===== config.mk =====
export PLATFORM = sky130hd
export DESIGN_NAME = lsu_axi_master_flat
export DESIGN_NICKNAME = d
export VERILOG_FILES = /design/src/rtl/lsu_axi_master_pkg.sv /design/src/rtl/lsu_axi_master_if.sv /design/src/rtl/lsu_lane_align.sv /design/src/rtl/lsu_axi_master.sv /design/src/flat_wrapper.sv
export SDC_FILE = /design/constraint.sdc
export NUM_CORES = 1
export LEC_CHECK = 0
export CAP_MARGIN = 20
export CORE_MARGIN = 10
export CORE_UTILIZATION = 30
export CTS_BUF_LIST = sky130_fd_sc_hd__clkbuf_4 sky130_fd_sc_hd__clkbuf_8
export DETAILED_ROUTE_END_ITERATION = 16
export PLACE_DENSITY_LB_ADDON = 0.3
export SLEW_MARGIN = 20
export SYNTH_ARGS = -nofsm -noshare
export SYNTH_HDL_FRONTEND = slang
export SYNTH_HIERARCHICAL = 1
export SYNTH_SLANG_ARGS = --single-unit

===== constraint.sdc =====
create_clock -name clock -period 4.9 [get_ports clock]
set_input_delay 0.98 -clock clock [delete_from_list [all_inputs] [get_ports clock]]
set_output_delay 0.98 -clock clock [all_outputs]
set_load 0.1 [all_outputs]

===== src/rtl/lsu_axi_master_pkg.sv =====
// rtl/lsu_axi_master_pkg.sv - shared AXI encodings, FSM states and lane helpers for the LSU bus master
package lsu_axi_master_pkg;

    localparam logic [2:0] AXI_ADDR_SIZE_1 = 3'b000;
    localparam logic [2:0] AXI_ADDR_SIZE_2 = 3'b001;
    localparam logic [2:0] AXI_ADDR_SIZE_4 = 3'b010;

    localparam logic [1:0] AXI_RESP_OKAY = 2'b00;

    typedef enum logic [2:0] {
        ST_IDLE  = 3'd0,
        ST_RADDR = 3'd1,
        ST_RDATA = 3'd2,
        ST_WREQ  = 3'd3,
        ST_WRESP = 3'd4,
        ST_DONE  = 3'd5
    } lsu_state_t;

    typedef enum logic [1:0] {
        LANE_BYTE = 2'd0,
        LANE_HALF = 2'd1,
        LANE_WORD = 2'd2
    } lane_width_t;

    // Encodings above word size have no meaning on a 32-bit bus and collapse to word.
    function automatic lane_width_t size_to_width(input logic [2:0] size);
        lane_width_t width;
        case (size)
            AXI_ADDR_SIZE_1: width = LANE_BYTE;
            AXI_ADDR_SIZE_2: width = LANE_HALF;
            default:         width = LANE_WORD;
        endcase
        return width;
    endfunction

    function automatic logic [2:0] normalize_size(input logic [2:0] size);
        return (size > AXI_ADDR_SIZE_4) ? AXI_ADDR_SIZE_4 : size;
    endfunction

endpackage


===== src/rtl/lsu_axi_master_if.sv =====
// rtl/lsu_axi_master_if.sv - AR/R/AW/W/B data channels between the LSU and the AXI controller
interface lsu_axi_master_if #(
    parameter int ADDR_LEN = 32,
    parameter int DATA_LEN = 32
);

    logic [ADDR_LEN-1:0] data_addr_r_addr;
    logic [2:0]          data_addr_r_size;
    logic                data_addr_r_valid;
    logic                data_addr_r_ready;

    logic [DATA_LEN-1:0] data_r_data;
    logic [1:0]          data_r_resp;
    logic                data_r_valid;
    logic                data_r_ready;

    logic [ADDR_LEN-1:0] data_addr_w_addr;
    logic [2:0]          data_addr_w_size;
    logic                data_addr_w_valid;
    logic                data_addr_w_ready;

    logic [DATA_LEN-1:0] data_w_data;
    logic [3:0]          data_w_strb;
    logic                data_w_valid;
    logic                data_w_ready;

    logic [1:0]          data_bkwd_resp;
    logic                data_bkwd_valid;
    logic                data_bkwd_ready;

    modport master (
        output data_addr_r_addr, data_addr_r_size, data_addr_r_valid,
        input  data_addr_r_ready,
        input  data_r_data, data_r_resp, data_r_valid,
        output data_r_ready,
        output data_addr_w_addr, data_addr_w_size, data_addr_w_valid,
        input  data_addr_w_ready,
        output data_w_data, data_w_strb, data_w_valid,
        input  data_w_ready,
        input  data_bkwd_resp, data_bkwd_valid,
        output data_bkwd_ready
    );

    modport slave (
        input  data_addr_r_addr, data_addr_r_size, data_addr_r_valid,
        output data_addr_r_ready,
        output data_r_data, data_r_resp, data_r_valid,
        input  data_r_ready,
        input  data_addr_w_addr, data_addr_w_size, data_addr_w_valid,
        output data_addr_w_ready,
        input  data_w_data, data_w_strb, data_w_valid,
        output data_w_ready,
        output data_bkwd_resp, data_bkwd_valid,
        input  data_bkwd_ready
    );

endinterface


===== src/rtl/lsu_lane_align.sv =====
// rtl/lsu_lane_align.sv - byte-lane replication, strobes, load extraction/extension and misalignment flag
module lsu_lane_align
    import lsu_axi_master_pkg::*;
(
    input  logic [2:0]  size,
    input  logic [1:0]  addr_lo,
    input  logic        load_unsigned,
    input  logic [31:0] store_data,
    input  logic [31:0] load_raw,
    output logic [31:0] store_lanes,
    output logic [3:0]  store_strb,
    output logic [31:0] load_data,
    output logic        misaligned
);

    lane_width_t width;
    logic [31:0] shifted;
    logic        sign_fill;

    // Decode lane placement for both directions from size and the low address bits.
    always_comb begin
        width       = size_to_width(size);
        shifted     = load_raw >> {addr_lo, 3'b000};
        sign_fill   = 1'b0;
        store_lanes = store_data;
        store_strb  = 4'b1111;
        load_data   = shifted;
        misaligned  = 1'b0;
        case (width)
            LANE_BYTE: begin
                sign_fill   = ~load_unsigned & shifted[7];
                store_lanes = {4{store_data[7:0]}};
                store_strb  = 4'b0001 << addr_lo;
                load_data   = {{24{sign_fill}}, shifted[7:0]};
            end
            LANE_HALF: begin
                sign_fill   = ~load_unsigned & shifted[15];
                store_lanes = {2{store_data[15:0]}};
                store_strb  = 4'b0011 << addr_lo;
                load_data   = {{16{sign_fill}}, shifted[15:0]};
                misaligned  = addr_lo[0];
            end
            default: begin
                misaligned  = |addr_lo;
            end
        endcase
    end

endmodule


===== src/rtl/lsu_axi_master.sv =====
// rtl/lsu_axi_master.sv - load/store unit master issuing single-beat AXI reads and writes
module lsu_axi_master
    import lsu_axi_master_pkg::*;
#(
    parameter int ADDR_LEN = 32,
    parameter int DATA_LEN = 32
) (
    input  logic                clock,
    input  logic                reset,
    input  logic                req_valid_i,
    output logic                req_ready_o,
    input  logic                req_wen_i,
    input  logic [ADDR_LEN-1:0] req_addr_i,
    input  logic [DATA_LEN-1:0] req_wdata_i,
    input  logic [2:0]          req_size_i,
    input  logic                req_unsigned_i,
    output logic                resp_valid_o,
    input  logic                resp_ready_i,
    output logic [DATA_LEN-1:0] resp_rdata_o,
    output logic                resp_err_o,
    lsu_axi_master_if.master    bus
);

    lsu_state_t state;

    logic [1:0]  lat_addr_lo;
    logic [2:0]  lat_size;
    logic        lat_unsigned;

    logic [2:0]  align_size;
    logic [1:0]  align_addr_lo;
    logic        align_unsigned;
    logic [31:0] store_lanes;
    logic [3:0]  store_strb;
    logic [31:0] load_data;
    logic        misaligned;
    logic [2:0]  req_size_norm;

    // In IDLE the aligner looks at the incoming request (store lanes, misalignment);
    // afterwards it uses the latched request so loads extract the right lane.
    always_comb begin
        req_size_norm  = normalize_size(req_size_i);
        align_size     = (state == ST_IDLE) ? req_size_norm  : lat_size;
        align_addr_lo  = (state == ST_IDLE) ? req_addr_i[1:0] : lat_addr_lo;
        align_unsigned = (state == ST_IDLE) ? req_unsigned_i  : lat_unsigned;
    end

    lsu_lane_align u_lane_align (
        .size          (align_size),
        .addr_lo       (align_addr_lo),
        .load_unsigned (align_unsigned),
        .store_data    (req_wdata_i),
        .load_raw      (bus.data_r_data),
        .store_lanes   (store_lanes),
        .store_strb    (store_strb),
        .load_data     (load_data),
        .misaligned    (misaligned)
    );

    // Request FSM; every bus and response output is a register updated here.
    always_ff @(posedge clock) begin
        if (reset) begin
            state                 <= ST_IDLE;
            lat_addr_lo           <= '0;
            lat_size              <= '0;
            lat_unsigned          <= 1'b0;
            req_ready_o           <= 1'b1;
            resp_valid_o          <= 1'b0;
            resp_rdata_o          <= '0;
            resp_err_o            <= 1'b0;
            bus.data_addr_r_addr  <= '0;
            bus.data_addr_r_size  <= '0;
            bus.data_addr_r_valid <= 1'b0;
            bus.data_r_ready      <= 1'b0;
            bus.data_addr_w_addr  <= '0;
            bus.data_addr_w_size  <= '0;
            bus.data_addr_w_valid <= 1'b0;
            bus.data_w_data       <= '0;
            bus.data_w_strb       <= '0;
            bus.data_w_valid      <= 1'b0;
            bus.data_bkwd_ready   <= 1'b0;
        end else begin
            case (state)
                ST_IDLE: begin
                    if (req_valid_i) begin
                        req_ready_o  <= 1'b0;
                        lat_addr_lo  <= req_addr_i[1:0];
                        lat_size     <= req_size_norm;
                        lat_unsigned <= req_unsigned_i;
                        if (misaligned) begin
                            resp_valid_o <= 1'b1;
                            resp_err_o   <= 1'b1;
                            resp_rdata_o <= '0;
                            state        <= ST_DONE;
                        end else if (req_wen_i) begin
                            bus.data_addr_w_addr  <= req_addr_i;
                            bus.data_addr_w_size  <= req_size_norm;
                            bus.data_addr_w_valid <= 1'b1;
                            bus.data_w_data       <= store_lanes;
                            bus.data_w_strb       <= store_strb;
                            bus.data_w_valid      <= 1'b1;
                            state                 <= ST_WREQ;
                        end else begin
                            bus.data_addr_r_addr  <= req_addr_i;
                            bus.data_addr_r_size  <= req_size_norm;
                            bus.data_addr_r_valid <= 1'b1;
                            state                 <= ST_RADDR;
                        end
                    end
                end
                ST_RADDR: begin
                    if (bus.data_addr_r_ready) begin
                        bus.data_addr_r_valid <= 1'b0;
                        bus.data_r_ready      <= 1'b1;
                        state                 <= ST_RDATA;
                    end
                end
                ST_RDATA: begin
                    if (bus.data_r_valid) begin
                        bus.data_r_ready <= 1'b0;
                        resp_rdata_o     <= load_data;
                        resp_err_o       <= (bus.data_r_resp != AXI_RESP_OKAY);
                        resp_valid_o     <= 1'b1;
                        state            <= ST_DONE;
                    end
                end
                ST_WREQ: begin
                    // AW and W retire independently; move on once neither is still pending.
                    if (bus.data_addr_w_valid && bus.data_addr_w_ready) begin
                        bus.data_addr_w_valid <= 1'b0;
                    end
                    if (bus.data_w_valid && bus.data_w_ready) begin
                        bus.data_w_valid <= 1'b0;
                    end
                    if ((!bus.data_addr_w_valid || bus.data_addr_w_ready) &&
                        (!bus.data_w_valid || bus.data_w_ready)) begin
                        bus.data_bkwd_ready <= 1'b1;
                        state               <= ST_WRESP;
                    end
                end
                ST_WRESP: begin
                    if (bus.data_bkwd_valid) begin
                        bus.data_bkwd_ready <= 1'b0;
                        resp_rdata_o        <= '0;
                        resp_err_o          <= (bus.data_bkwd_resp != AXI_RESP_OKAY);
                        resp_valid_o        <= 1'b1;
                        state               <= ST_DONE;
                    end
                end
                ST_DONE: begin
                    if (resp_ready_i) begin
                        resp_valid_o <= 1'b0;
                        req_ready_o  <= 1'b1;
                        state        <= ST_IDLE;
                    end
                end
                default: begin
                    state       <= ST_IDLE;
                    req_ready_o <= 1'b1;
                end
            endcase
        end
    end

endmodule


===== src/flat_wrapper.sv =====
// flat-port wrapper written by rule: the top's interface ports become plain ports
module lsu_axi_master_flat import lsu_axi_master_pkg::*;
#(
    parameter int ADDR_LEN = 32,
    parameter int DATA_LEN = 32
)
  (clock, reset, req_valid_i, req_ready_o, req_wen_i, req_addr_i, req_wdata_i, req_size_i, req_unsigned_i, resp_valid_o, resp_ready_i, resp_rdata_o, resp_err_o, bus_data_addr_r_addr, bus_data_addr_r_size, bus_data_addr_r_valid, bus_data_addr_r_ready, bus_data_r_data, bus_data_r_resp, bus_data_r_valid, bus_data_r_ready, bus_data_addr_w_addr, bus_data_addr_w_size, bus_data_addr_w_valid, bus_data_addr_w_ready, bus_data_w_data, bus_data_w_strb, bus_data_w_valid, bus_data_w_ready, bus_data_bkwd_resp, bus_data_bkwd_valid, bus_data_bkwd_ready);
  lsu_axi_master_if #(.ADDR_LEN(ADDR_LEN), .DATA_LEN(DATA_LEN)) bus_i ();
  input  logic clock;
  input  logic reset;
  input  logic req_valid_i;
  output logic req_ready_o;
  input  logic req_wen_i;
  input  logic [ADDR_LEN-1:0] req_addr_i;
  input  logic [DATA_LEN-1:0] req_wdata_i;
  input  logic [2:0] req_size_i;
  input  logic req_unsigned_i;
  output logic resp_valid_o;
  input  logic resp_ready_i;
  output logic [DATA_LEN-1:0] resp_rdata_o;
  output logic resp_err_o;
  output wire logic [$bits(bus_i.data_addr_r_addr)-1:0] bus_data_addr_r_addr;
  output wire logic [$bits(bus_i.data_addr_r_size)-1:0] bus_data_addr_r_size;
  output wire logic [$bits(bus_i.data_addr_r_valid)-1:0] bus_data_addr_r_valid;
  input wire logic [$bits(bus_i.data_addr_r_ready)-1:0] bus_data_addr_r_ready;
  input wire logic [$bits(bus_i.data_r_data)-1:0] bus_data_r_data;
  input wire logic [$bits(bus_i.data_r_resp)-1:0] bus_data_r_resp;
  input wire logic [$bits(bus_i.data_r_valid)-1:0] bus_data_r_valid;
  output wire logic [$bits(bus_i.data_r_ready)-1:0] bus_data_r_ready;
  output wire logic [$bits(bus_i.data_addr_w_addr)-1:0] bus_data_addr_w_addr;
  output wire logic [$bits(bus_i.data_addr_w_size)-1:0] bus_data_addr_w_size;
  output wire logic [$bits(bus_i.data_addr_w_valid)-1:0] bus_data_addr_w_valid;
  input wire logic [$bits(bus_i.data_addr_w_ready)-1:0] bus_data_addr_w_ready;
  output wire logic [$bits(bus_i.data_w_data)-1:0] bus_data_w_data;
  output wire logic [$bits(bus_i.data_w_strb)-1:0] bus_data_w_strb;
  output wire logic [$bits(bus_i.data_w_valid)-1:0] bus_data_w_valid;
  input wire logic [$bits(bus_i.data_w_ready)-1:0] bus_data_w_ready;
  input wire logic [$bits(bus_i.data_bkwd_resp)-1:0] bus_data_bkwd_resp;
  input wire logic [$bits(bus_i.data_bkwd_valid)-1:0] bus_data_bkwd_valid;
  output wire logic [$bits(bus_i.data_bkwd_ready)-1:0] bus_data_bkwd_ready;
  assign bus_data_addr_r_addr = bus_i.data_addr_r_addr;
  assign bus_data_addr_r_size = bus_i.data_addr_r_size;
  assign bus_data_addr_r_valid = bus_i.data_addr_r_valid;
  assign bus_i.data_addr_r_ready = bus_data_addr_r_ready;
  assign bus_i.data_r_data = bus_data_r_data;
  assign bus_i.data_r_resp = bus_data_r_resp;
  assign bus_i.data_r_valid = bus_data_r_valid;
  assign bus_data_r_ready = bus_i.data_r_ready;
  assign bus_data_addr_w_addr = bus_i.data_addr_w_addr;
  assign bus_data_addr_w_size = bus_i.data_addr_w_size;
  assign bus_data_addr_w_valid = bus_i.data_addr_w_valid;
  assign bus_i.data_addr_w_ready = bus_data_addr_w_ready;
  assign bus_data_w_data = bus_i.data_w_data;
  assign bus_data_w_strb = bus_i.data_w_strb;
  assign bus_data_w_valid = bus_i.data_w_valid;
  assign bus_i.data_w_ready = bus_data_w_ready;
  assign bus_i.data_bkwd_resp = bus_data_bkwd_resp;
  assign bus_i.data_bkwd_valid = bus_data_bkwd_valid;
  assign bus_data_bkwd_ready = bus_i.data_bkwd_ready;
  lsu_axi_master #(.ADDR_LEN(ADDR_LEN), .DATA_LEN(DATA_LEN)) u_core (.clock(clock), .reset(reset), .req_valid_i(req_valid_i), .req_ready_o(req_ready_o), .req_wen_i(req_wen_i), .req_addr_i(req_addr_i), .req_wdata_i(req_wdata_i), .req_size_i(req_size_i), .req_unsigned_i(req_unsigned_i), .resp_valid_o(resp_valid_o), .resp_ready_i(resp_ready_i), .resp_rdata_o(resp_rdata_o), .resp_err_o(resp_err_o), .bus(bus_i));
endmodule

# Yosys cells after proc, flatten, opt, wreduce, memory -nomap -nowiden
# Index checks and enable logic that the tools add are counted.
# classes
n_lt_le_gt_ge	1
n_eq_ne	19
shift	3
muxes	53
bitwise	6
reduce_logical	32
# op_table
cell	count
$mux W32	4
$pmux W32 S2	2
$pmux W32 S3	1
$shr A32 B5 Y32	1
$mux W3	9
$mux W1	23
$reduce_and A5 Y1	4
$pmux W3 S6	1
$ne A2 B2 Y1 const B	8
$pmux W1 S2	6
$reduce_and A6 Y1	2
$reduce_bool A2 Y1	6
$reduce_and A3 Y1	3
$ne A2 B1 Y1 const B	4
$pmux W4 S2	1
$reduce_and A4 Y1	2
$eq A3 B1 Y1 const B	2
$eq A3 B2 Y1 const B	2
$eq A3 B3 Y1 const B	2
$logic_not A3 Y1	2
$pmux W1 S3	2
$mux W2	2
$not A1 Y1	4
$pmux W1 S4	1
15 further kinds	20
# totals
reg_bits	155
inputBits	114
out_inout_bits	146

# Logic depth before layout (Yosys ltp)
# Gate-level depths: netlist (run 1).
# logic_depth
ltp_word	10
ltp_mapped	16

# Modules after synthesis
# Netlist (run 1), hierarchy kept.
# modules_own_cells
module	n_inst	cells_per_inst	area_each_um2	seq_area_each_um2
lsu_axi_master	1	707	5720.5	3103.0
lsu_lane_align	1	214	1277.5	0.0

# Least setup slack after synthesis (run 1)
# Ideal clock, no wire load.
# synth_path
kind	reg-to-reg
from	register u_core.state[1]
to	register u_core.resp_rdata_o[10]
arrival_ps	3366
path_slack_ps	1464
stages_incl_launch_ff	14
path_buffers	6
path_cell_list	dfxtp_1 -> clkbuf_1 -> clkbuf_1 -> nor3_1 -> mux2_2 -> buf_2 -> buf_2 -> clkbuf_1 -> a22o_1 -> nand3b_1 -> a221oi_2 -> clkbuf_1 -> nand3_1 -> a21oi_1
# synth_lines
item	line_no	rtl
from (decl)	lsu_axi_master.sv:24	lsu_state_t state;
from (signal assigned)	lsu_axi_master.sv:63	state <= ST_IDLE;
from (signal assigned)	lsu_axi_master.sv:94	state <= ST_DONE;
from (signal assigned)	lsu_axi_master.sv:102	state <= ST_WREQ;
$logic_not A3 Y1 *	lsu_axi_master.sv:44	align_addr_lo = (state == ST_IDLE) ? req_addr_i[1:0] : lat_addr_lo;
$mux W2 *	lsu_axi_master.sv:44	
via u_core.align_addr_lo[0]	lsu_axi_master.sv:31	logic [1:0] align_addr_lo;
$reduce_or A2 Y1	lsu_lane_align.sv:44	misaligned = |addr_lo;
$pmux W1 S2 *	lsu_lane_align.sv:29	case (width)
via u_core.misaligned	lsu_axi_master.sv:36	logic misaligned;
$ne A2 B1 Y1 (no source line) *	n/a	
$reduce_and A5 Y1 (no source line) *	n/a	
to (signal assigned)	lsu_axi_master.sv:121	resp_rdata_o <= load_data;
to (decl)	lsu_axi_master.sv:19	output logic [DATA_LEN-1:0] resp_rdata_o,
# The timed path passes the listed nets; every way through them passes the cells marked *. The select of a mux whose other input is x is not followed.
# A chain may end at the register's enable or synchronous reset.

# Final worst setup path (run 1)
# layout_path
from	input port req_size_i[1]
to	register u_core.bus.data_w_data[2]
# layout_between
elab_chain_cells	9
# layout_lines
item	line_no	rtl
from (decl)	flat_wrapper.sv:16	input logic [2:0] req_size_i;
$gt A3 B2 Y1	lsu_axi_master_pkg.sv:37	return (size > AXI_ADDR_SIZE_4) ? AXI_ADDR_SIZE_4 : size;
$mux W3 *	lsu_axi_master_pkg.sv:37	
$mux W3 *	lsu_axi_master.sv:43	align_size = (state == ST_IDLE) ? req_size_norm : lat_size;
via u_core.align_size[1]	lsu_axi_master.sv:30	logic [2:0] align_size;
$eq A3 B1 Y1 / $logic_not A3 Y1 (equally long branches)	lsu_axi_master_pkg.sv:28	case (size)
$pmux W2 S2 *	lsu_axi_master_pkg.sv:28	
$eq A2 B1 Y1 / $logic_not A2 Y1 (equally long branches)	lsu_lane_align.sv:29	
$pmux W1 S2 *	lsu_lane_align.sv:29	
via u_core.misaligned	lsu_axi_master.sv:36	
$not A1 Y1 (no source line) *	n/a	
$reduce_and A4 Y1 (no source line) *	n/a	
to (signal assigned)	lsu_axi_master.sv:99	bus.data_w_data <= store_lanes;
to (decl)	lsu_axi_master_if.sv:38	output data_w_data, data_w_strb, data_w_valid,
# The timed path passes the listed nets; every way through them passes the cells marked *.

==> results of run 1 <==
[cell families after synthesis]
| kind of cell | Yosys count | synth area share, % |
|---|---|---|
| AOI/OAI and AO/OA | 227 | 18.3 |
| xor gates and xnor gates | 1 | 0.125 |
| buffers and inverters | 90 | 7.15 |
| DFF | 155 | 44.3 |
| muxes | 31 | 4.63 |
| and+or+nand+nor | 417 | 25.4 |
[worst max path at each step]
stage | to | slack, ps | depth (start not counted)
after floorplan | u_core/resp_rdata_o[10] | 1460 | 13
after global placement | u_core/bus.data_addr_w_size[0] | 710 | 10
after detailed placement | u_core/bus.data_addr_w_size[1] | 600 | 10
after CTS | u_core/bus.data_addr_w_size[1] | 1070 | 10
after global routing | u_core/bus.data_w_data[13] | 860 | 11
final | u_core/bus.data_w_data[2] | 1090 | 10
[state kept, by name (all words and copies together), names as in the netlist]
| name | cells |
|---|---|
| u_core/bus.data_addr_r_addr | 32 |
| u_core/bus.data_addr_r_size | 3 |
| u_core/bus.data_addr_r_valid | 1 |
| u_core/bus.data_addr_w_addr | 32 |
| u_core/bus.data_addr_w_size | 3 |
| u_core/bus.data_addr_w_valid | 1 |
| u_core/bus.data_bkwd_ready | 1 |
| u_core/bus.data_r_ready | 1 |
| u_core/bus.data_w_data | 32 |
| u_core/bus.data_w_strb | 4 |
| u_core/bus.data_w_valid | 1 |
| u_core/lat_addr_lo | 2 |
| u_core/lat_size | 3 |
| u_core/lat_unsigned | 1 |
| u_core/req_ready_o | 1 |
| u_core/resp_err_o | 1 |
| u_core/resp_rdata_o | 32 |
| u_core/resp_valid_o | 1 |
| u_core/state | 3 |
[routing by layer]
| metal | vias to the layer above | part of all wire [%] | track usage, % |
|---|---|---|---|
| li1 | 3493 | - | - |
| met1 | 3262 | 46 | 21.1 |
| met2 | 199 | 47 | 26.3 |
| met3 | 15 | 6.3 | 5.42 |
| met4 | 0 | 1.1 | 4.20 |
| met5 | - | 0 | 0 |
[stage by stage]
stage	worst slack [ps]	hold slack (ps)	std cells	area (µm²)
after global routing	859	473	1455	10000
final	1090	457	1455	10000
after floorplan	1460	434	921	7000
after CTS	1070	459	1454	10000
after global placement	705	439	1422	9650
after detailed placement	598	444	1422	9650
[critical path, cell delays in order]
cell                              delay [ps]
sky130_fd_sc_hd__clkdlybuf4s50_1         400
sky130_fd_sc_hd__nor2_1                  220
sky130_fd_sc_hd__a21oi_1                 220
sky130_fd_sc_hd__or3_1                   640
sky130_fd_sc_hd__a22o_1                  380
sky130_fd_sc_hd__nand2b_1                240
sky130_fd_sc_hd__nor2_4                  100
sky130_fd_sc_hd__buf_4                   620
sky130_fd_sc_hd__nand2_1                 120
sky130_fd_sc_hd__a21oi_1                 170
[power by group through the flow]
stage | Sequential, mW | Combinational [mW] | Clock, mW
3_3_place_gp | 1.60 | 3.61 | 0
3_5_place_dp | 1.61 | 3.62 | 0
2_1_floorplan | 2.75 | 1.63 | 0
5_1_grt | 1.60 | 3.87 | 1.03
6_report | 1.58 | 3.61 | 0.933
4_1_cts | 1.58 | 3.63 | 0.979
[cell usage after synthesis, types with 2 or more instances]
library cell	count
sky130_fd_sc_hd__nand2_1	303
sky130_fd_sc_hd__a21oi_1	167
sky130_fd_sc_hd__dfxtp_1	155
sky130_fd_sc_hd__nand3_1	45
sky130_fd_sc_hd__clkbuf_1	38
sky130_fd_sc_hd__mux2i_1	26
sky130_fd_sc_hd__o21ai_0	20
sky130_fd_sc_hd__buf_2	19
sky130_fd_sc_hd__buf_4	19
sky130_fd_sc_hd__nor2_1	19
sky130_fd_sc_hd__a211oi_1	15
sky130_fd_sc_hd__nor2b_1	12
sky130_fd_sc_hd__buf_6	9
sky130_fd_sc_hd__o22ai_1	8
sky130_fd_sc_hd__or2_2	8
sky130_fd_sc_hd__nand2b_1	7
sky130_fd_sc_hd__nor3_1	6
sky130_fd_sc_hd__nor3b_1	5
sky130_fd_sc_hd__inv_1	4
sky130_fd_sc_hd__mux2_2	3
sky130_fd_sc_hd__a41o_1	2
sky130_fd_sc_hd__mux2_4	2
sky130_fd_sc_hd__nor3_4	2
sky130_fd_sc_hd__o21ai_1	2
sky130_fd_sc_hd__or3_1	2
[cell type report]
type	instances	share of cell area, %
diodes	1	0.0250
clock buffers	17	2.34
clock inverters	15	1.29
inverters	4	0.150
multi-input cells	676	34.2
flip-flops and latches	155	31.0
well taps	313	3.91
repair buffers	274	27.1
==> impl_metrics.ini, run 1 <==
[finish]
mostFrequentLayoutCell = sky130_fd_sc_hd__nand2_1
areaGrowthSynthToFinish_pct = 43.2
top_library_cells_by_usage_in_the_layout_fill_and_taps_aside = 303 x sky130_fd_sc_hd__nand2_1, 258 x sky130_fd_sc_hd__clkdlybuf4s50_1, 167 x sky130_fd_sc_hd__a21oi_1, 155 x sky130_fd_sc_hd__dfxtp_1, 45 x sky130_fd_sc_hd__nand3_1
layout.area.seq_mm2 = 0.00310
drive_gt1_share_pct = 6.22
fin_nets = 1242
multi_input_area_mm2 = 0.00343
postLayoutCoreUtil_pct = 44.0
num-fill-cells = 2404

[worst_setup_path]
worst_ep_required_time_ps = 5270
endpoint_of_the_worst_slack_reg_to_reg_timing_path = u_core/bus.data_w_data[2]
critical_path.endpoint_type = flop
path_class = in2reg
timing.critical_path.from_type = input port
startpoint = req_size_i[1]
rr_startpoint = u_core/state[2]
setup.reg_to_reg.worst_slack_ps = 1160
rr_worst_depth = 11
worst_ep_arrival_time_ps = 4180
worstPathMaxFanout = 74

[floorplan]
start_util_pct = 30.7
die_area_mm2 = 0.0298
die_x_um = 173
rows = 55
design.core.area_mm2 = 0.0228
die_boundary_height_um = 173
boundaryPins = 260

[synth]
synth_edf_count = 0
netlist_instances = 921
ys_top_cells_by_area = sky130_fd_sc_hd__dfxtp_1 44%, sky130_fd_sc_hd__nand2_1 16%, sky130_fd_sc_hd__a21oi_1 12%
synthArstFlopShare_pct = 0
ys_warn_count = 6
yosys.area.top_type = sky130_fd_sc_hd__dfxtp_1
synth_top_cell_area_share_pct = 44.3
syn-num-nets = 1035
syn_area_mm2 = 0.00700
syn_avg_cell_area_um2 = 7.60
synth.yosys.seq_area_share_pct = 44.3
ys_types = 48
postSynth.topFlopCell = sky130_fd_sc_hd__dfxtp_1
synth_seq_cells = 155

[run_status]
status = finished clean

[sta]
hold_viol = 0
setup_repair_after_global_routing_missed_its_margin = false
clock.fmax_ghz = 0.262
timing.max_slew.rel_slack_pct = 28.3
worst_slew_pin_slew_ps = 1070
min_period_ps = 3810
slew_violations = 0
setup_viol = 0
setup_total_neg_slack_ps = 0
finalCritPeriodShare_pct = 77.8
timing.clock.skew_ps = 17.2

[routing]
num_vias = 6969
post_drt_wl_per_cell_um = 17.6
first_pass_iters = 5
remaining_number_of_nets_flagged_by_the_antenna_check_after_routing = 0
drcViolationCount = 0
drt-vias-per-instance = 4.79
drtIter0Drc = 609
total_detailed_routing_wirelength_mm = 25.6

[power]
seqPwrFrac_pct = 25.8
combPwrFrac_pct = 59.0
sw_frac_of_total_pct = 54.4
cellLeakagePower_nw = 3.41
p_switching_mw = 3.33
clock_power_share_pct = 15.2
intPower_mw = 2.79
p_per_cell_area_mw_per_mm2 = 611
max-vdd-ir-drop_mv = 0.231
fin_total_pwr_mw = 6.12

[global_routing]
wire_length_of_the_first_global_routing_pass_mm = 39.9
via_count_of_the_first_global_routing_pass = 6699
initial_antenna_violation_count = 1
grt_start_max_net_pins = 85
grt_util_all_layers_pct = 16.6
gr-total-overflow = 0

[cts]
tritoncts_num_sinks = 155
cts-root-to-sink-buffers = 2
post-cts-setup-buffers = 0
tritoncts_clock_tree = done
ctsResizeCount = 0
clk_pin_slew_worst_paths_ps = 100
cts_htree_levels = 4
cts_made_buffers = 17
clock_latency_ps = 460
post_cts_hold_buffer_count = 0
ctsRootBufferMaster = sky130_fd_sc_hd__clkbuf_8

[placement]
place.port_buffers = 259
dp_hpwl_mm = 17.9
gpl.final_weighted_congestion = 0.780

[hold_path]
worstHoldPathType = reg2reg
worstHoldEndpoint = u_core/resp_rdata_o[16]
timing.hold.worst.start = u_core/resp_rdata_o[16]
timing.hold.worst_path_depth = 2

[run]
cap_viol_max_count = 0
No activity file was read; power rests on OpenSTA's default activity.
==> run 2: changes to the inputs <==
clock period = 3.3 ns   (was 4.9 ns; I/O delays follow)
==> impl_metrics.ini, run 2 (synthesis gave the netlist of run 1 again) <==
[power]
p_per_cell_area_mw_per_mm2 = 948
cellLeakagePower_nw = 3.83
max-vdd-ir-drop_mv = 0.364

[placement]
dp_hpwl_mm = 18.5
gpl.final_weighted_congestion = 0.816
placedCellCount = 1436
place.port_buffers = 259

[global_routing]
wire_length_of_the_first_global_routing_pass_mm = 40.3
grt_start_max_net_pins = 54
via_count_of_the_first_global_routing_pass = 6874
gr-total-overflow = 0
grt_util_all_layers_pct = 16.6
initial_antenna_violation_count = 1

[routing]
num_vias = 7045
drcViolationCount = 0
drtIter0Drc = 457
first_pass_iters = 4
drt-vias-per-instance = 4.80
post_drt_wl_per_cell_um = 17.4
remaining_number_of_nets_flagged_by_the_antenna_check_after_routing = 0
total_detailed_routing_wirelength_mm = 25.6

[sta]
finalCritPeriodShare_pct = 86.2
timing.clock.skew_ps = 16.8
setup_repair_after_global_routing_missed_its_margin = false
slew_violations = 0
timing.max_slew.rel_slack_pct = 40.8
min_period_ps = 2840
setup_viol = 0
hold_viol = 0
worst_slew_pin_slew_ps = 885
setup_total_neg_slack_ps = 0
clock.fmax_ghz = 0.352

[worst_setup_path]
worst_ep_arrival_time_ps = 3150
worst_ep_required_time_ps = 3600
timing.critical_path.from_type = flop
critical_path.endpoint_type = flop
worstPathMaxFanout = 53
path_class = reg2reg

[finish]
mostFrequentLayoutCell = sky130_fd_sc_hd__nand2_1
final_cell_count_no_fill = 1469
top_library_cells_by_usage_in_the_layout_fill_and_taps_aside = 303 x sky130_fd_sc_hd__nand2_1, 169 x sky130_fd_sc_hd__buf_4, 167 x sky130_fd_sc_hd__a21oi_1, 155 x sky130_fd_sc_hd__dfxtp_1, 112 x sky130_fd_sc_hd__clkdlybuf4s50_1
num-fill-cells = 2392
drive_gt1_share_pct = 20.1
fin_nets = 1256
layout.area.seq_mm2 = 0.00310
multi_input_area_mm2 = 0.00343
areaGrowthSynthToFinish_pct = 41.3

[cts]
post-cts-setup-buffers = 0
ctsRootBufferMaster = sky130_fd_sc_hd__clkbuf_8
tritoncts_num_sinks = 155
clk_pin_slew_worst_paths_ps = 90
clock_latency_ps = 450
tritoncts_clock_tree = done
ctsResizeCount = 0
cts-root-to-sink-buffers = 2
post_cts_hold_buffer_count = 0
cts_htree_levels = 4
cts_made_buffers = 17

[floorplan]
boundaryPins = 260
die_x_um = 173
die_boundary_height_um = 173
rows = 55
design.core.area_mm2 = 0.0228
die_area_mm2 = 0.0298
start_util_pct = 30.7

[hold_path]
worstHoldPathType = reg2reg

[run_status]
status = finished clean

[run]
cap_viol_max_count = 0
[run 2: metrics by stage]
step / util [%] / area, µm² / hold slack [ps] / total power [mW] / setup slack, ps
after global routing: 43.4 / 9880 / 472 / 9.97 / 242
final: 43.4 / 9890 / 457 / 9.37 / 456
after global placement: 41.6 / 9470 / 439 / 7.87 / 150
after floorplan: - / 7000 / 434 / 6.51 / 94.4
after CTS: 43.4 / 9880 / 459 / 9.48 / 461
after detailed placement: 41.6 / 9470 / 447 / 7.89 / 104
[run 2: worst max-delay path: stages (launching register included)]
cell and delay, ps:
sky130_fd_sc_hd__dfxtp_1 330, sky130_fd_sc_hd__nor3_2 530, sky130_fd_sc_hd__nor2b_1 240, sky130_fd_sc_hd__or3_1 430
sky130_fd_sc_hd__a22o_1 230, sky130_fd_sc_hd__nand2b_1 210, sky130_fd_sc_hd__or2_2 330, sky130_fd_sc_hd__buf_12 200
sky130_fd_sc_hd__nand2_1 100, sky130_fd_sc_hd__a21oi_1 60
[run 2: area by class of cell]
class | instances | area share (%)
clock buffer | 18 | 2.51
timing repair buffer | 288 | 25.6
multi-input combinational | 676 | 34.7
inverter | 4 | 0.152
antenna | 1 | 0.0253
sequential | 155 | 31.4
clock inverter | 14 | 1.72
tap | 313 | 3.96
[run 2: layer usage]
metal | share of wire [%] | GRT usage, % | up-vias
met5 | 0 | 0 | -
li1 | - | - | 3527
met2 | 46 | 26.5 | 218
met1 | 47 | 21.7 | 3279
met4 | 1.4 | 4.81 | 0
met3 | 5.2 | 3.99 | 21
[run 2: final timing paths]
check	cells after the start	endpoint	from	slack, ps
hold reg to reg	2	u_core/resp_rdata_o[10]	u_core/resp_rdata_o[10]	460
setup / recovery	9	u_core/bus.data_w_data[15]	u_core/state[2]	460
setup reg to reg	9	u_core/bus.data_w_data[15]	u_core/state[2]	460
hold / removal	2	u_core/resp_rdata_o[10]	u_core/resp_rdata_o[10]	460
[run 2: report_power, final]
| group | switching, mW | internal, mW | total, mW |
|---|---|---|---|
| Clock | 0.835 | 0.726 | 1.56 |
| Combinational | 3.98 | 1.54 | 5.52 |
| Sequential | 0.146 | 2.15 | 2.29 |
| Total | 4.96 | 4.41 | 9.37 |
==> patch, RTL diff (config.mk and constraints of run 2) <==
`ADDR_LEN` is set to 32 in 3 places; all go to 128.
--- a/src/rtl/lsu_axi_master_if.sv
+++ b/src/rtl/lsu_axi_master_if.sv
@@ -1,6 +1,6 @@
 // rtl/lsu_axi_master_if.sv - AR/R/AW/W/B data channels between the LSU and the AXI controller
 interface lsu_axi_master_if #(
-    parameter int ADDR_LEN = 32,
+    parameter int ADDR_LEN = 128,
     parameter int DATA_LEN = 32
 );
 
--- a/src/rtl/lsu_axi_master.sv
+++ b/src/rtl/lsu_axi_master.sv
@@ -2,7 +2,7 @@
 module lsu_axi_master
     import lsu_axi_master_pkg::*;
 #(
-    parameter int ADDR_LEN = 32,
+    parameter int ADDR_LEN = 128,
     parameter int DATA_LEN = 32
 ) (
     input  logic                clock,
--- a/src/flat_wrapper.sv
+++ b/src/flat_wrapper.sv
@@ -1,7 +1,7 @@
 // flat-port wrapper written by rule: the top's interface ports become plain ports
 module lsu_axi_master_flat import lsu_axi_master_pkg::*;
 #(
-    parameter int ADDR_LEN = 32,
+    parameter int ADDR_LEN = 128,
     parameter int DATA_LEN = 32
 )
   (clock, reset, req_valid_i, req_ready_o, req_wen_i, req_addr_i, req_wdata_i, req_size_i, req_unsigned_i, resp_valid_o, resp_ready_i, resp_rdata_o, resp_err_o, bus_data_addr_r_addr, bus_data_addr_r_size, bus_data_addr_r_valid, bus_data_addr_r_ready, bus_data_r_data, bus_data_r_resp, bus_data_r_valid, bus_data_r_ready, bus_data_addr_w_addr, bus_data_addr_w_size, bus_data_addr_w_valid, bus_data_addr_w_ready, bus_data_w_data, bus_data_w_strb, bus_data_w_valid, bus_data_w_ready, bus_data_bkwd_resp, bus_data_bkwd_valid, bus_data_bkwd_ready);
Ports: changed (resized bus_data_addr_r_addr, bus_data_addr_w_addr and req_addr_i); port bits go from 260 to 548. The function was not compared with the original's and may differ.
==> patch against run 2 <==
Synthesized area up 95%. Clock skew is 0.0058 ns higher. Sequential share of layout area increased by 2.3 points. Maximum frequency is 7.9% higher. Wire length up 110%. Hold slack got worse by 0.0044 ns. Total power up 110%. Combinational power grew 78%. Sequential cell count increased by 192. Cell area rose by 110%. Setup slack improved by 0.21 ns. Die area grew 82%. Largest cell class is now flip-flops and latches.
==> patch: results (changes against run 2) <==
[metrics] filler cell count in the final layout: 4,459 (+86%)
[metrics] proportion of synthesized chip area in sequential cells: 0.509 (+0.0660)
[metrics] Worst Min Path Start: u_core/bus.data_addr_w_addr[16]
[metrics] drt first-iter violations: 978 (+110%)
[metrics] cell at the slowest stage of the critical path: sky130_fd_sc_hd__clkdlybuf4s50_1
[metrics] quantity of I/O buffers inserted on ports: 547 (+110%)
[metrics] first-pass GRT wire length: 80.6 mm (+100%)
[metrics] Final Wtd Congestion: 0.854 (+4.7%)
[metrics] R2R setup slack: 0.70 ns (+0.24 ns)
[metrics] stage delay of the slowest cell on the critical path: 0.40 ns (-0.13 ns)
[metrics] Worst R2R Path Depth: 10 (+1)
[metrics] TritonCTS Buffers: 66 (+49)
[metrics] worst slew slack as a fraction of its limit: 0.246 (-0.161)
[metrics] H-tree lvl count: 3 (-1)
[metrics] proportion of layout cells with a drive suffix above 1: 0.235 (+0.0342)
[metrics] Static Leak: 0.00814 uW (+110%)
[metrics] cell types with the highest counts after synthesis: sky130_fd_sc_hd__nand2_1 (655), sky130_fd_sc_hd__a21oi_1 (358), sky130_fd_sc_hd__dfxtp_1 (347)
[metrics] Cell variety after synth: 47 (-2.1%)
[metrics] first element of the critical path: req_size_i[1]
[metrics] vias in the first global route: 13,620 (+98%)
[metrics] Crit Reg-Reg Endpoint: u_core/bus.data_w_data[0]
[metrics] clk slew on worst S/H paths: 0.06 ns (-0.03 ns)
[metrics] Final nets: 2,496 (+99%)
[metrics] number of search-and-repair iterations in the first detailed-routing pass: 7 (+3)
[metrics] Internal Dissipation: 10,200 uW (+130%)
[metrics] largest cells by area after synthesis: sky130_fd_sc_hd__dfxtp_1 (51%), sky130_fd_sc_hd__nand2_1 (18%), sky130_fd_sc_hd__a21oi_1 (13%)
[metrics] worst slack after detailed placement: 0.0644 ns (-0.0392 ns)
[metrics] status: finished clean
[metrics] half-perimeter wire length after placement: 39.5 mm (+110%)
[metrics] Worst Hold Endpoint: u_core/bus.data_addr_w_addr[16]
[metrics] post-DR vias/cell: 4.78 (-0.42%)
[metrics] maximum number of pins on one net before global-route repair: 98 (+81%)
==> patch: cell count changes in the layout (fill, tap and decap cells not counted), moves of 12 or more <==
| cell | delta |
|---|---|
| sky130_fd_sc_hd__a21oi_1 | +191 |
| sky130_fd_sc_hd__dfxtp_1 | +192 |
| sky130_fd_sc_hd__clkbuf_4 | +12 |
| sky130_fd_sc_hd__clkbuf_8 | +70 |
| sky130_fd_sc_hd__buf_12 | +17 |
| sky130_fd_sc_hd__clkdlybuf4s50_1 | +96 |
| sky130_fd_sc_hd__o21ai_0 | +34 |
| sky130_fd_sc_hd__nand3_1 | -33 |
| sky130_fd_sc_hd__nand4_1 | +32 |
| sky130_fd_sc_hd__buf_4 | +210 |
| sky130_fd_sc_hd__nand2_1 | +351 |
==> patch: worst max-delay path by stage <==
stage               slack [ns]                        endpoint
floorplan                 0.08         u_core/resp_rdata_o[10]
global placement          0.07  u_core/bus.data_addr_r_addr[1]
detailed placement        0.06          u_core/resp_rdata_o[9]
CTS                       0.69      u_core/bus.data_w_data[25]
global route              0.50      u_core/bus.data_w_data[20]
finish                    0.67       u_core/bus.data_w_data[0]
==> patch: power by group through the flow <==
stage	registers [uW]	clock network (uW)	logic, uW
after floorplan	9360	0	3110
after global placement	5210	0	9810
after detailed placement	5230	0	9870
after CTS	5150	4980	9890
after global routing	5220	5180	10400
final	5150	4830	9850
==> patch: stage by stage <==
step	cells	area, um2	util	hold slack (ns)	power [uW]
after global routing	2938	20600	0.456	0.471	20800
after global placement	2818	19000	0.422	0.441	15000
after floorplan	1762	13600	-	0.434	12500
after CTS	2936	20600	0.456	0.455	20000
final	2943	20600	0.456	0.453	19800
after detailed placement	2818	19000	0.422	0.447	15100
==> patch: layout make-up <==
cell class | count | area [um2] | share of cell area
sequential | 347 | 6950 | 0.337
inverter | 6 | 22.5 | 0.00109
clock buffer | 100 | 1300 | 0.0631
timing repair buffer | 612 | 5420 | 0.263
antenna | 7 | 17.5 | 0.000850
clock inverter | 18 | 239 | 0.0116
multi-input combinational | 1253 | 5910 | 0.287
tap | 600 | 751 | 0.0364
==> patch: kinds of logic after synthesis <==
kind of cell,count (synthesis),share of synthesized area
compound gates,449,0.173
xor+xnor,1,0.000642
buf+inv,162,0.0595
flops,347,0.509
mux,33,0.0254
simple gates,770,0.232
==> patch: per-layer routing <==
metal	vias up	part of all wire	global-route usage
met4	0	0.029	0.0834
met2	538	0.49	0.318
met1	6530	0.39	0.215
met3	91	0.089	0.0586
li1	6896	-	-
met5	-	0	0
